## config.mk

```make
export PLATFORM = sky130hd
export DESIGN_NAME = ram_arbiter_flat
export DESIGN_NICKNAME = d
export VERILOG_FILES = /design/src/rtl/ram_arbiter_if.sv /design/src/rtl/ram_arbiter.sv /design/src/flat_wrapper.sv
export SDC_FILE = /design/constraint.sdc
export NUM_CORES = 1
export LEC_CHECK = 0
export BUFFER_PORTS_ARGS = -buffer_cell sky130_fd_sc_hd__buf_2
export CAP_MARGIN = 10
export CORE_AREA = 2 2 106 108
export DETAILED_ROUTE_END_ITERATION = 8
export DIE_AREA = 0 0 108 110
export GPL_TIMING_DRIVEN = 0
export SETUP_SLACK_MARGIN = 0.2
export SLEW_MARGIN = 15
export SYNTH_ARGS = -nofsm -noshare
export SYNTH_HDL_FRONTEND = slang
export SYNTH_SLANG_ARGS = --single-unit
```

## constraint.sdc

```tcl
create_clock -name CLK -period 2.15 [get_ports CLK]
set_input_delay 0.645 -clock CLK [delete_from_list [all_inputs] [get_ports CLK]]
set_output_delay 0.645 -clock CLK [all_outputs]
set_load 0.03 [all_outputs]
```

## src/rtl/ram_arbiter_if.sv

```systemverilog
// Bundle of the fetch, execute and memory-controller signals around the arbiter.
// The slave view belongs to the arbiter. The master view belongs to the
// surrounding pipeline and memory environment.
interface ram_arbiter_if;
    // fetch requester
    logic        iren;
    logic [31:0] iaddr;
    logic [31:0] i_rdata;
    logic        i_ram_busy;
    // execute requester
    logic        dren;
    logic        dwen;
    logic [31:0] daddr;
    logic [31:0] d_wdata;
    logic [3:0]  d_byte_en;
    logic [31:0] d_rdata;
    logic        d_ram_busy;
    // memory controller
    logic        m_ren;
    logic        m_wen;
    logic [31:0] m_addr;
    logic [31:0] m_wdata;
    logic [3:0]  m_byte_en;
    logic [31:0] m_rdata;
    logic        m_busy;

    modport slave (
        input  iren, iaddr, dren, dwen, daddr, d_wdata, d_byte_en, m_rdata, m_busy,
        output i_rdata, i_ram_busy, d_rdata, d_ram_busy,
               m_ren, m_wen, m_addr, m_wdata, m_byte_en
    );

    modport master (
        output iren, iaddr, dren, dwen, daddr, d_wdata, d_byte_en, m_rdata, m_busy,
        input  i_rdata, i_ram_busy, d_rdata, d_ram_busy,
               m_ren, m_wen, m_addr, m_wdata, m_byte_en
    );
endinterface

```

## src/rtl/ram_arbiter.sv

```systemverilog
// Arbiter for the single-ported memory bus shared by fetch (I) and execute (D).
// Data wins ties. A saturating streak counter forces a fetch grant after
// STARVE_LIMIT consecutive data grants made while a fetch was waiting.
// Every completion returns to IDLE for one cycle. This bubble stops a held
// request from being granted a second time.
module ram_arbiter #(
    parameter int unsigned STARVE_LIMIT = 4
) (
    input  logic          CLK,
    input  logic          nRST,
    ram_arbiter_if.slave  bus
);
    localparam logic [3:0] LIMIT = 4'(STARVE_LIMIT);

    typedef enum logic [1:0] {IDLE, SERVE_I, SERVE_D} state_t;

    state_t      state_q, state_d;
    logic [3:0]  streak_q, streak_d;

    logic        d_req;
    logic        forced_i;
    logic        i_done;
    logic        d_done;

    logic        m_ren_d, m_wen_d;
    logic [31:0] m_addr_d, m_wdata_d;
    logic [3:0]  m_byte_en_d;

    assign d_req    = bus.dren | bus.dwen;
    assign forced_i = bus.iren & d_req & (streak_q == LIMIT);

    // A transaction completes when the memory is no longer busy.
    // While reset is asserted, no completion is reported.
    assign i_done = (state_q == SERVE_I) & ~bus.m_busy & nRST;
    assign d_done = (state_q == SERVE_D) & ~bus.m_busy & nRST;

    assign bus.i_ram_busy = bus.iren & ~i_done;
    assign bus.d_ram_busy = d_req & ~d_done;
    assign bus.i_rdata    = i_done ? bus.m_rdata : 32'h0;
    assign bus.d_rdata    = d_done ? bus.m_rdata : 32'h0;

    assign bus.m_ren     = m_ren_d;
    assign bus.m_wen     = m_wen_d;
    assign bus.m_addr    = m_addr_d;
    assign bus.m_wdata   = m_wdata_d;
    assign bus.m_byte_en = m_byte_en_d;

    // State and streak register; synchronous active-low reset.
    always_ff @(posedge CLK) begin
        if (!nRST) begin
            state_q  <= IDLE;
            streak_q <= 4'd0;
        end else begin
            state_q  <= state_d;
            streak_q <= streak_d;
        end
    end

    // Grant decision, streak update and memory-bus passthrough.
    always_comb begin
        state_d     = state_q;
        streak_d    = streak_q;
        m_ren_d     = 1'b0;
        m_wen_d     = 1'b0;
        m_addr_d    = 32'h0;
        m_wdata_d   = 32'h0;
        m_byte_en_d = 4'h0;
        case (state_q)
            IDLE: begin
                if (d_req && !forced_i) begin
                    state_d = SERVE_D;
                    // Count only the data grants that keep a fetch waiting.
                    if (!bus.iren)
                        streak_d = 4'd0;
                    else if (streak_q < LIMIT)
                        streak_d = streak_q + 4'd1;
                end else if (bus.iren) begin
                    state_d  = SERVE_I;
                    streak_d = 4'd0;
                end
            end
            SERVE_I: begin
                m_ren_d     = 1'b1;
                m_addr_d    = bus.iaddr;
                m_byte_en_d = 4'hF;
                if (!bus.m_busy)
                    state_d = IDLE;
            end
            SERVE_D: begin
                // A write takes precedence over a read that arrives at the same time.
                m_wen_d     = bus.dwen;
                m_ren_d     = ~bus.dwen;
                m_addr_d    = bus.daddr;
                m_wdata_d   = bus.d_wdata;
                m_byte_en_d = bus.d_byte_en;
                if (!bus.m_busy)
                    state_d = IDLE;
            end
            default: state_d = IDLE;
        endcase
    end
endmodule

```

## src/flat_wrapper.sv

```systemverilog
// flat-port wrapper written by rule: the top's interface ports become plain ports
module ram_arbiter_flat 
#(
    parameter int unsigned STARVE_LIMIT = 4
)
  (CLK, nRST, bus_iren, bus_iaddr, bus_dren, bus_dwen, bus_daddr, bus_d_wdata, bus_d_byte_en, bus_m_rdata, bus_m_busy, bus_i_rdata, bus_i_ram_busy, bus_d_rdata, bus_d_ram_busy, bus_m_ren, bus_m_wen, bus_m_addr, bus_m_wdata, bus_m_byte_en);
  ram_arbiter_if bus_i ();
  input  logic CLK;
  input  logic nRST;
  input wire logic [$bits(bus_i.iren)-1:0] bus_iren;
  input wire logic [$bits(bus_i.iaddr)-1:0] bus_iaddr;
  input wire logic [$bits(bus_i.dren)-1:0] bus_dren;
  input wire logic [$bits(bus_i.dwen)-1:0] bus_dwen;
  input wire logic [$bits(bus_i.daddr)-1:0] bus_daddr;
  input wire logic [$bits(bus_i.d_wdata)-1:0] bus_d_wdata;
  input wire logic [$bits(bus_i.d_byte_en)-1:0] bus_d_byte_en;
  input wire logic [$bits(bus_i.m_rdata)-1:0] bus_m_rdata;
  input wire logic [$bits(bus_i.m_busy)-1:0] bus_m_busy;
  output wire logic [$bits(bus_i.i_rdata)-1:0] bus_i_rdata;
  output wire logic [$bits(bus_i.i_ram_busy)-1:0] bus_i_ram_busy;
  output wire logic [$bits(bus_i.d_rdata)-1:0] bus_d_rdata;
  output wire logic [$bits(bus_i.d_ram_busy)-1:0] bus_d_ram_busy;
  output wire logic [$bits(bus_i.m_ren)-1:0] bus_m_ren;
  output wire logic [$bits(bus_i.m_wen)-1:0] bus_m_wen;
  output wire logic [$bits(bus_i.m_addr)-1:0] bus_m_addr;
  output wire logic [$bits(bus_i.m_wdata)-1:0] bus_m_wdata;
  output wire logic [$bits(bus_i.m_byte_en)-1:0] bus_m_byte_en;
  assign bus_i.iren = bus_iren;
  assign bus_i.iaddr = bus_iaddr;
  assign bus_i.dren = bus_dren;
  assign bus_i.dwen = bus_dwen;
  assign bus_i.daddr = bus_daddr;
  assign bus_i.d_wdata = bus_d_wdata;
  assign bus_i.d_byte_en = bus_d_byte_en;
  assign bus_i.m_rdata = bus_m_rdata;
  assign bus_i.m_busy = bus_m_busy;
  assign bus_i_rdata = bus_i.i_rdata;
  assign bus_i_ram_busy = bus_i.i_ram_busy;
  assign bus_d_rdata = bus_i.d_rdata;
  assign bus_d_ram_busy = bus_i.d_ram_busy;
  assign bus_m_ren = bus_i.m_ren;
  assign bus_m_wen = bus_i.m_wen;
  assign bus_m_addr = bus_i.m_addr;
  assign bus_m_wdata = bus_i.m_wdata;
  assign bus_m_byte_en = bus_i.m_byte_en;
  ram_arbiter #(.STARVE_LIMIT(STARVE_LIMIT)) u_core (.CLK(CLK), .nRST(nRST), .bus(bus_i));
endmodule
```

==> results.sh <==
export IMPL_status="finished with violations"
export IMPL_violations="negative setup slack"
export IMPL_top_usage_layer="met2"
export IMPL_syn_nets=386
export IMPL_cp_arrival_ps=1630
export IMPL_htreeDepth=1
export IMPL_numCtsBuffers=3
export IMPL_netlist_area_leader_share_pct=36.9
export IMPL_yosysMostFrequentCell="and2_1"
export IMPL_drt_pass1_iterations=4
export IMPL_syn_area_per_cell_um2=6.76
export IMPL_dieArea_um2=11900
export IMPL_dieHeight_um=110
export IMPL_p_per_area_nw_per_um2=341
export IMPL_rows=38
export IMPL_start_util_pct=15.4
export IMPL_n_antenna_cell=0
export IMPL_io_pins=274
export IMPL_power_leakage_nw=2.59
export IMPL_fin_crit_sh_pct=106
export IMPL_yosysTopAreaCell="and2_1"
export IMPL_initialDrtViolationCount=114
export IMPL_synth_area_top_cells="and2_1, a22oi_1, nor2b_1, dfxtp_1, ha_1"
export IMPL_maxCapViolations=0
export IMPL_ir_drop_mv=0.325
export IMPL_synth_cell_types=31
export IMPL_final_max_slew_viol_count=0
export IMPL_sw_frac_of_total_pct=40.8
export IMPL_cp_start_kind="register"
export IMPL_antenna_found_initial=0
export IMPL_hold_depth=2
export IMPL_grt_max_degree=11
export IMPL_synth_common_cells="and2_1, nor2b_1, a22oi_1, buf_2"
export IMPL_synthCells=243
export IMPL_synth_warnings=0
export IMPL_max_freq_mhz=439
export IMPL_switching_power_uw=765
export IMPL_vias=2997
export IMPL_cts_sinks=6
export IMPL_globalplace_congestion=0.805
export IMPL_drt_wl_total_um=11400
export IMPL_p_seq_share_pct=6.7
export IMPL_period_needed_ps=2280
export IMPL_crit_required_ps=1500
export IMPL_critPathKind="reg -> out"
export IMPL_synth_edf_count=0
export IMPL_synth_seq_cells=6
export IMPL_use_met1_pct=17.8
export IMPL_yosysSeqAreaShare_pct=7.31
export IMPL_ys_async_sr_fraction_pct=0
export IMPL_grt_pass1_wl_um=15900
export IMPL_r2r_cells=6
export IMPL_overflow=0
export IMPL_root_buffer="clkbuf_8"
export IMPL_fin_ws_ps=-126
export IMPL_critical_path_reg2reg_startpoint="u_core.streak_q[0]$_SDFFE_PN0P_"
export IMPL_clkLatencyLatePin_ps=230
export IMPL_p_comb_share_pct=83.9
export IMPL_cp_end_kind="output pin"
export IMPL_fp_dieW_um=108
export IMPL_crit_start="u_core.state_q[0]$_SDFFE_PN0P_"
export IMPL_p_int_mw=1.11
export IMPL_drc_errors=0
export IMPL_clockBufferDepth=2
export IMPL_clkTransAtPathRegs_ps=40
export IMPL_wl_per_cell_um=16.7
export IMPL_setup_tns_ps=-9300
export IMPL_synth_area_um2=1640
export IMPL_cts_hold_buffers=0
export IMPL_area_delta_synth_final_pct=235
export IMPL_place_area_um2=3540
export IMPL_dp_hpwl_um=7580
export IMPL_viasPerCell=4.37
export IMPL_max_slew_margin_rel_pct=70.7
export IMPL_fin_area_um2=5510
export IMPL_use_met2_pct=35.0
export IMPL_clock_skew_ps=5.28
export IMPL_core_um2=10700
export IMPL_ant_nets=0
export IMPL_drive_gt1_share_pct=93.2
export IMPL_synth_ff_type="dfxtp_1"
export IMPL_power_clock_fraction_pct=9.4
export IMPL_io_buffers=273
export IMPL_hold_start="u_core.streak_q[0]$_SDFFE_PN0P_"
export IMPL_hold_viol=0
export IMPL_cts_tree="done"
export IMPL_met3_usage_pct=3.23
export IMPL_worst_pin_slew_ps=438
export IMPL_finalNetCount=691
export IMPL_grt_setup_unrepaired="true"
export IMPL_grt_pass1_vias=3165
export IMPL_globalRouteTotalUtil_pct=16.9
export IMPL_setup_viol=133
export IMPL_hp_class="reg -> reg"
export IMPL_path_max_fanout=7
==> final cells by class <==
type	count	area [µm²]
buffer	20	357
clock buffer	3	41.3
fill	930	5190
inverter	5	21.3
multi-input combinational	210	2150
sequential	6	125
tap	140	175
timing repair buffer	302	2640
==> cell usage in the layout, fill, tap and decap left out, types with 2 or more instances in the layout <==
master	count
buf_6	147
nor2b_4	36
inv_1	3
buf_2	136
nor2_1	3
clkbuf_16	8
buf_8	14
ha_4	3
ha_1	2
a21oi_4	3
and2_4	84
clkbuf_8	7
dfxtp_1	4
buf_4	5
nor2b_2	2
a22oi_2	32
and2_2	12
buf_12	8
nand2_1	8
and3b_2	2
mux2i_1	2
==> layer usage <==
| layer | vias to the layer above | share of wire (%) | wire length (µm) |
|---|---|---|---|
| met5 | - | 0 | 0 |
| met4 | 0 | 0.68 | 78 |
| met3 | 10 | 7.9 | 904 |
| met2 | 165 | 57 | 6490 |
| met1 | 1411 | 35 | 3950 |
| li1 | 1411 | - | - |
==> worst paths after layout <==
| kind | end | slack [ps] |
|---|---|---|
| max | bus_i_rdata[18] | -130 |
| min reg2reg | u_core.streak_q[0]$_SDFFE_PN0P_ | 480 |
| min | u_core.streak_q[0]$_SDFFE_PN0P_ | 480 |
| max reg2reg | u_core.streak_q[2]$_SDFFE_PN0P_ | 740 |
==> stage by stage <==
stage               utilization (%)  cells  power, mW  hold slack (ps)  worst slack [ps]
CTS                            50.0    681       1.79              490              -140
global route                   51.5    686       1.96              503              -170
detailed placement             33.1    656       1.05              477              -284
global placement               33.1    656       1.04              465              -239
finish                         51.5    686       1.88              484              -126
floorplan                         -    243      0.738              452               169
==> critical path, cell delays in order, from the launching register on <==
cell and delay, ps:
dfxtp_2 320, buf_4 140, ha_4 160, and3b_2 280, clkbuf_8 170, and2_2 200
buf_6 140
==> power groups by stage <==
stage / Clock, mW / Combinational, mW / Sequential [mW]
5_1_grt: 0.186 / 1.65 / 0.127
2_1_floorplan: 0 / 0.615 / 0.123
3_5_place_dp: 0 / 0.929 / 0.124
4_1_cts: 0.181 / 1.49 / 0.125
3_3_place_gp: 0 / 0.915 / 0.124
6_report: 0.176 / 1.57 / 0.126
==> what timing repair did <==
| action | 4_1_cts | 5_1_grt |
|---|---|---|
| setup endpoints to repair | 136 | 136 |
| resized for setup | 449 | 29 |
| setup buffers | 13 | 3 |
| gates cloned | 11 | 2 |
| pin swaps | 66 | 10 |
==> state kept, by name (all words and copies together), names as in the netlist <==
signal,cells
u_core.state_q,2
u_core.streak_q,4
==> kinds of logic after synthesis <==
kind of cell | after synthesis | synth area share, %
buffers and inverters | 27 | 7.24
multiplexers | 2 | 1.22
AND/OR/NAND/NOR | 155 | 58.2
AO/OA/AOI/OAI | 48 | 22.2
adder cells (fa/ha/maj) | 5 | 3.81
flip-flops | 6 | 7.31
Power figures use the tool's default switching activity.
